`config.mk`:
```
export PLATFORM = sky130hd
export DESIGN_NAME = gpio_cfg_sequencer_flat
export DESIGN_NICKNAME = d
export VERILOG_FILES = /design/src/rtl/gpio_cfg_sequencer_if.sv /design/src/rtl/gpio_cfg_sequencer.sv /design/src/flat_wrapper.sv
export SDC_FILE = /design/constraint.sdc
export NUM_CORES = 1
export LEC_CHECK = 0
export ABC_AREA = 1
export BUFFER_PORTS_ARGS = -buffer_cell sky130_fd_sc_hd__buf_2
export CORE_AREA = 2 2 93 95
export CTS_CLUSTER_SIZE = 28
export DETAILED_ROUTE_END_ITERATION = 8
export DIE_AREA = 0 0 95 97
export GPL_ROUTABILITY_DRIVEN = 0
export SYNTH_ARGS = -nofsm -noshare
export SYNTH_HDL_FRONTEND = slang
export SYNTH_SLANG_ARGS = --single-unit
export TNS_END_PERCENT = 10
```
`constraint.sdc`:
```
create_clock -name clock -period 1.9 [get_ports clock]
set_clock_uncertainty 0.1 [all_clocks]
set_input_delay 0.095 -clock clock [delete_from_list [all_inputs] [get_ports clock]]
set_output_delay 0.095 -clock clock [all_outputs]
set_load 0.01 [all_outputs]
```
`src/rtl/gpio_cfg_sequencer_if.sv`:
```
// Config-store and pad-chain bundle for gpio_cfg_sequencer.
// master: the sequencer; slave: housekeeping store plus the pad control chain.
interface gpio_cfg_sequencer_if #(
  parameter int unsigned TOTAL_PADS = 38,
  parameter int unsigned CFG_BITS   = 13
);
  localparam int unsigned AddrW = $clog2(TOTAL_PADS);

  logic                start;
  logic                busy;
  logic                done;
  logic                cfg_rd;
  logic [AddrW-1:0]    cfg_addr;
  logic [CFG_BITS-1:0] cfg_data;
  logic                serial_clock;
  logic                serial_data_out;
  logic                serial_load;
  logic                serial_resetn;

  modport master (
    input  start, cfg_data,
    output busy, done, cfg_rd, cfg_addr,
    output serial_clock, serial_data_out, serial_load, serial_resetn
  );

  modport slave (
    output start, cfg_data,
    input  busy, done, cfg_rd, cfg_addr,
    input  serial_clock, serial_data_out, serial_load, serial_resetn
  );
endinterface

```
`src/rtl/gpio_cfg_sequencer.sv`:
```
// GPIO pad configuration chain sequencer.
// Fetches one CFG_BITS word per pad (highest pad first), shifts it MSB first onto the
// serial chain at a CLK_DIV-divided bit rate, then pulses serial_load once.
// Optional build macro GPIO_CFG_AUTOSTART_EN: one implicit pass after every reset release.
module gpio_cfg_sequencer #(
  parameter int unsigned TOTAL_PADS = 38,
  parameter int unsigned CFG_BITS   = 13,
  parameter int unsigned CLK_DIV    = 2
) (
  input logic                  clock,
  input logic                  resetn,
  gpio_cfg_sequencer_if.master bus
);
  localparam int unsigned AddrW = $clog2(TOTAL_PADS);
  localparam int unsigned CntW  = $clog2(CFG_BITS);
  localparam int unsigned DivW  = $clog2(CLK_DIV + 1);

  localparam logic [AddrW-1:0] LastPad = AddrW'(TOTAL_PADS - 1);
  localparam logic [CntW-1:0]  LastBit = CntW'(CFG_BITS - 1);
  localparam logic [DivW-1:0]  DivLoad = DivW'(CLK_DIV - 1);

  typedef enum logic [2:0] {
    StIdle, StFetch, StCapture, StSetup, StHigh, StLoad, StDone
  } state_e;

  state_e              r_state, w_state_next;
  logic [DivW-1:0]     r_div, w_div_next;
  logic [AddrW-1:0]    r_pad, w_pad_next;
  logic [CntW-1:0]     r_bit, w_bit_next;
  logic [CFG_BITS-1:0] r_shift, w_shift_next;
  logic                r_busy, r_done, r_rd, r_sclk, r_sdo, r_load, r_srstn;
  logic [AddrW-1:0]    r_addr;
  logic                w_start, w_div_done;

`ifdef GPIO_CFG_AUTOSTART_EN
  logic r_autostart;

  // One-shot: armed by reset, consumed on the first IDLE cycle afterwards.
  always_ff @(posedge clock or negedge resetn) begin
    if (!resetn) begin
      r_autostart <= 1'b1;
    end else if (r_state == StIdle) begin
      r_autostart <= 1'b0;
    end
  end

  assign w_start = bus.start | r_autostart;
`else
  assign w_start = bus.start;
`endif

  assign w_div_done = (r_div == '0);

  // Next-state, divider and datapath decode.
  always_comb begin
    w_state_next = r_state;
    w_pad_next   = r_pad;
    w_bit_next   = r_bit;
    w_shift_next = r_shift;
    unique case (r_state)
      StIdle: begin
        if (w_start) begin
          w_state_next = StFetch;
          w_pad_next   = LastPad;
        end
      end
      StFetch:   w_state_next = StCapture;
      StCapture: begin
        w_state_next = StSetup;
        w_shift_next = bus.cfg_data;
        w_bit_next   = LastBit;
      end
      StSetup: begin
        if (w_div_done) w_state_next = StHigh;
      end
      StHigh: begin
        if (w_div_done) begin
          w_shift_next = {r_shift[CFG_BITS-2:0], 1'b0};
          if (r_bit != '0) begin
            w_bit_next   = r_bit - CntW'(1);
            w_state_next = StSetup;
          end else if (r_pad != '0) begin
            w_pad_next   = r_pad - AddrW'(1);
            w_state_next = StFetch;
          end else begin
            w_state_next = StLoad;
          end
        end
      end
      StLoad: begin
        if (w_div_done) w_state_next = StDone;
      end
      StDone:  w_state_next = StIdle;
      default: w_state_next = StIdle;
    endcase

    // Divider reloads on every state entry so each half-period is exactly CLK_DIV cycles.
    if (w_state_next != r_state) begin
      w_div_next = DivLoad;
    end else if (!w_div_done) begin
      w_div_next = r_div - DivW'(1);
    end else begin
      w_div_next = r_div;
    end
  end

  // State, counters and registered outputs decoded from the next state.
  always_ff @(posedge clock or negedge resetn) begin
    if (!resetn) begin
      r_state <= StIdle;
      r_div   <= '0;
      r_pad   <= '0;
      r_bit   <= '0;
      r_shift <= '0;
      r_busy  <= 1'b0;
      r_done  <= 1'b0;
      r_rd    <= 1'b0;
      r_addr  <= '0;
      r_sclk  <= 1'b0;
      r_sdo   <= 1'b0;
      r_load  <= 1'b0;
      r_srstn <= 1'b0;
    end else begin
      r_state <= w_state_next;
      r_div   <= w_div_next;
      r_pad   <= w_pad_next;
      r_bit   <= w_bit_next;
      r_shift <= w_shift_next;
      r_busy  <= (w_state_next != StIdle);
      r_done  <= (w_state_next == StDone);
      r_rd    <= (w_state_next == StFetch);
      if (w_state_next == StFetch) r_addr <= w_pad_next;
      r_sclk  <= (w_state_next == StHigh);
      r_sdo   <= ((w_state_next == StSetup) || (w_state_next == StHigh)) ?
                 w_shift_next[CFG_BITS-1] : 1'b0;
      r_load  <= (w_state_next == StLoad);
      r_srstn <= 1'b1;
    end
  end

  assign bus.busy            = r_busy;
  assign bus.done            = r_done;
  assign bus.cfg_rd          = r_rd;
  assign bus.cfg_addr        = r_addr;
  assign bus.serial_clock    = r_sclk;
  assign bus.serial_data_out = r_sdo;
  assign bus.serial_load     = r_load;
  assign bus.serial_resetn   = r_srstn;
endmodule

```
`src/flat_wrapper.sv`:
```
// flat-port wrapper written by rule: the top's interface ports become plain ports
module gpio_cfg_sequencer_flat 
#(
  parameter int unsigned TOTAL_PADS = 38,
  parameter int unsigned CFG_BITS   = 13,
  parameter int unsigned CLK_DIV    = 2
)
  (clock, resetn, bus_start, bus_cfg_data, bus_busy, bus_done, bus_cfg_rd, bus_cfg_addr, bus_serial_clock, bus_serial_data_out, bus_serial_load, bus_serial_resetn);
  gpio_cfg_sequencer_if #(.TOTAL_PADS(TOTAL_PADS), .CFG_BITS(CFG_BITS)) bus_i ();
  input logic clock;
  input logic resetn;
  input wire logic [$bits(bus_i.start)-1:0] bus_start;
  input wire logic [$bits(bus_i.cfg_data)-1:0] bus_cfg_data;
  output wire logic [$bits(bus_i.busy)-1:0] bus_busy;
  output wire logic [$bits(bus_i.done)-1:0] bus_done;
  output wire logic [$bits(bus_i.cfg_rd)-1:0] bus_cfg_rd;
  output wire logic [$bits(bus_i.cfg_addr)-1:0] bus_cfg_addr;
  output wire logic [$bits(bus_i.serial_clock)-1:0] bus_serial_clock;
  output wire logic [$bits(bus_i.serial_data_out)-1:0] bus_serial_data_out;
  output wire logic [$bits(bus_i.serial_load)-1:0] bus_serial_load;
  output wire logic [$bits(bus_i.serial_resetn)-1:0] bus_serial_resetn;
  assign bus_i.start = bus_start;
  assign bus_i.cfg_data = bus_cfg_data;
  assign bus_busy = bus_i.busy;
  assign bus_done = bus_i.done;
  assign bus_cfg_rd = bus_i.cfg_rd;
  assign bus_cfg_addr = bus_i.cfg_addr;
  assign bus_serial_clock = bus_i.serial_clock;
  assign bus_serial_data_out = bus_i.serial_data_out;
  assign bus_serial_load = bus_i.serial_load;
  assign bus_serial_resetn = bus_i.serial_resetn;
  gpio_cfg_sequencer #(.TOTAL_PADS(TOTAL_PADS), .CFG_BITS(CFG_BITS), .CLK_DIV(CLK_DIV)) u_core (.clock(clock), .resetn(resetn), .bus(bus_i));
endmodule
```
==> summary.txt <==
Timing
  – Min Tclk post-route: 1.733 ns
  – Period utilization: 91.23%
  – WHS: 0.05333 ns
  – Final setup margin: 0.1665 ns
  – RSZ-0062 raised after global routing: yes
  – Setup violations, final: 0
  – Final Hold Vio Count: 0
  – Pins Over Slew Limit: 0
  – Max Clk Rate: 576.9 MHz

Power
  – Maximum VDD drop: 349.6 uV
  – Pleak: 1.289 nW
  – PD cells: 647.3 mW/mm^2

Logic synthesis
  – Synthesis warning total: 0
  – Mux cell area share after synthesis: 0%
  – Primary FF master, synth: dfrtp_1
  – Synth Area in Compound Gates: 4.421%
  – Cells after Synth: 244
  – Post-synthesis cell type count: 29
  – Synth Area per Inst: 8.235 um^2
  – Syn_nets: 263
  – Ys async rst share: 100.0%
  – Register area share after synthesis: 51.06%
  – Synth top area share: 51.06%
  – Mapped Area: 0.002009 mm^2
  – Flops & latches, synth: 41
  – EDFF count, synth: 0
  – XOR/XNOR Fraction of Synth Area: 0.8717%
  – Area leader, netlist: dfrtp_1
  – Post-Synth Adder-Cell Area: 1.868%
  – Top post-synthesis cells by area: dfrtp_1 51%, nand2_1 16%, nand3_1 8.2%
  – Simple-Gate Fraction of Synth Area: 34.81%
  – Largest family of logic cells by synthesized area: simple AND/OR/NAND/NOR gates

Critical path
  – CP Data Arrival Time: 1.83 ns
  – Worst setup path class: reg -> reg
  – CP peak stage delay: 0.40 ns
  – Crit path capture type: flip-flop
  – Slowest-stage cell, CP: dfrtp_1
  – Worst-path fanout max: 6
  – Worst path cell trace: inv_1 -> ha_1 -> inv_2 -> o21ai_0 -> nand3_2 -> nand2_4 -> inv_2 -> nand2_2 -> nor2_4 -> nand2_1 -> nand2_1
  – Type of origin of the critical path: flip-flop
  – Req. time, crit path: 2.00 ns

Placement
  – Dpl hpwl: 3242 um
  – Port buffer count: 28
  – Inst Count DP: 380
  – Setup WS pre-CTS: 0.06982 ns

Clocking
  – Clock Latency Late Sink: 0.30 ns
  – # H-tree levels: 2
  – CTS tree: done
  – Clock sink count: 41
  – CTS buffer count: 5
  – Clock Pin Slew Worst Setup and Hold Paths: 0.09 ns
  – Worst-case clock buffer depth: 2
  – Root Driver: clkbuf_8

GRT
  – Initial antenna violation count: 0
  – Grt total ovfl: 0
  – Number of global-route vias before repair: 1,706
  – Grt peak-use layer: met2
  – First-pass GRT wire length: 7900 um
  – Met3 usage: 1.636%
  – Tot GR Track Use: 10.73%
  – Met2 usage: 16.48%
  – GRT met1 Usage: 14.71%
  – Largest net degree at the start of global routing: 21

Detailed routing
  – Avg WL per Cell: 11.10 um
  – 1st-iter DRT viols: 88
  – Via count: 1,686
  – # DRC: 0
  – Drt pass-1 iters: 5
  – Remaining antenna violation count after routing: 0
  – Vias per cell: 4.204
  – Routed WL: 4452 um

Floorplan
  – Initial Utilization: 24.70%
  – Core area: 0.008134 mm^2
  – Die area: 0.009215 mm^2
  – Die width: 95 um
  – FP Rows: 33
  – # IOs: 29
  – Die H: 97 um

Finish
  – Commonest non-fill, non-tap cells in the layout: 83 x nand2_1, 41 x dfrtp_1, 31 x nand3_1, 28 x buf_2, 27 x inv_1
  – Post-layout net count: 314
  – Final Non-Filler Cells: 401
  – Final core occ: 31.80%
  – Area grow syn2layout: 28.70%
  – Most common cell after layout, fill and taps aside: nand2_1
  – Antenna Diode Count: 0
  – Share of layout cells above drive strength 1: 22.30%
  – Number of fillers in the final layout: 860

Min path
  – Hold crit path type: in -> reg

Run
  – Max-Cap Viols: 0

Outcome
  – Status: complete, no violations
-- path summary, 6_finish.rpt --
path / startpoint / endpoint / slack, ns / cells after the start
max: u_core.r_div[0] / u_core.bus.cfg_addr[0] / 0.17 / 11
min: bus_cfg_data[12] / u_core.r_shift[12] / 0.05 / 5
max reg2reg: u_core.r_div[0] / u_core.bus.cfg_addr[0] / 0.17 / 11
min reg2reg: u_core.bus.cfg_addr[4] / u_core.bus.cfg_addr[4] / 0.38 / 2
max in group asynchronous: resetn / u_core.bus.serial_resetn / 0.99 / 3
min in group asynchronous: resetn / u_core.bus.cfg_addr[0] / 0.17 / 2
-- cell usage after synthesis (3+ instances only) --
cell type	number
dfrtp_1	41
nand2_1	83
ha_1	3
nor2_1	10
nor3_1	3
nand3_1	33
o21ai_0	7
nor2_4	3
a21oi_1	3
inv_1	28
inv_2	3
nand2_2	3
-- worst max-delay path, delay by kind of cell (launching register included) --
family	cells	cell delay, ns
and+or+nand+nor	6	0.51
DFF	1	0.40
AOI/OAI and AO/OA	1	0.22
buffers and inverters	3	0.21
adders and majority gates	1	0.19
-- power breakdown --
| group | internal [mW] | total (mW) | leakage (nW) | switching, mW |
|---|---|---|---|---|
| combinational | 0.0335 | 0.0624 | 0.715 | 0.0288 |
| clock | 0.394 | 0.734 | 0.0585 | 0.340 |
| sequential | 0.876 | 0.877 | 0.515 | 0.00154 |
| total | 1.30 | 1.67 | 1.29 | 0.370 |
-- registers in the layout, summed over array words and instances, names as in the netlist, 2 cells and up --
| name | flops |
|---|---|
| u_core.r_div | 2 |
| u_core.bus.cfg_addr | 6 |
| u_core.r_shift | 13 |
| u_core.r_bit | 4 |
| u_core.r_state | 3 |
| u_core.r_pad | 6 |
-- cell families after synthesis --
kind of cell               count (synthesis)
AOI/OAI and AO/OA                         16
xor gates and xnor gates                   2
adders and majority gates                  3
buffers and inverters                     35
DFF                                       41
other                                      1
and+or+nand+nor                          146
-- per-layer routing --
metal | routed length [um] | vias up
li1 | - | 871
met1 | 2174 | 787
met2 | 2087 | 22
met3 | 89 | 6
met4 | 100 | 0
met5 | 0 | -
-- layout make-up --
cell class	instances	area [um^2]	area share [%]
clock buffer	5	68.82	2.661
clock inverter	3	43.79	1.693
inverter	31	116.4	4.499
multi-input combinational	168	873.3	33.77
sequential	41	1026	39.67
tap	105	131.4	5.080
timing repair buffer	48	326.6	12.63
-- timing repair --
item | in CTS | in global routing
gates resized for setup | 0 | 7
setup buffers | 0 | 0
endpoints found under the setup margin | 0 | 9
hold buffers | 13 | 0
hold endpoints to repair | 30 | 0
-- through the flow --
step	total power [mW]	instance area [um^2]	TNS, ns
3_5_place_dp	0.9393	2313	0
3_3_place_gp	0.9387	2313	0
5_1_grt	1.739	2586	-0.007633
6_report	1.674	2586	0
2_1_floorplan	0.8992	2009	0
4_1_cts	1.698	2556	0
(Power assumes the default switching activity.)
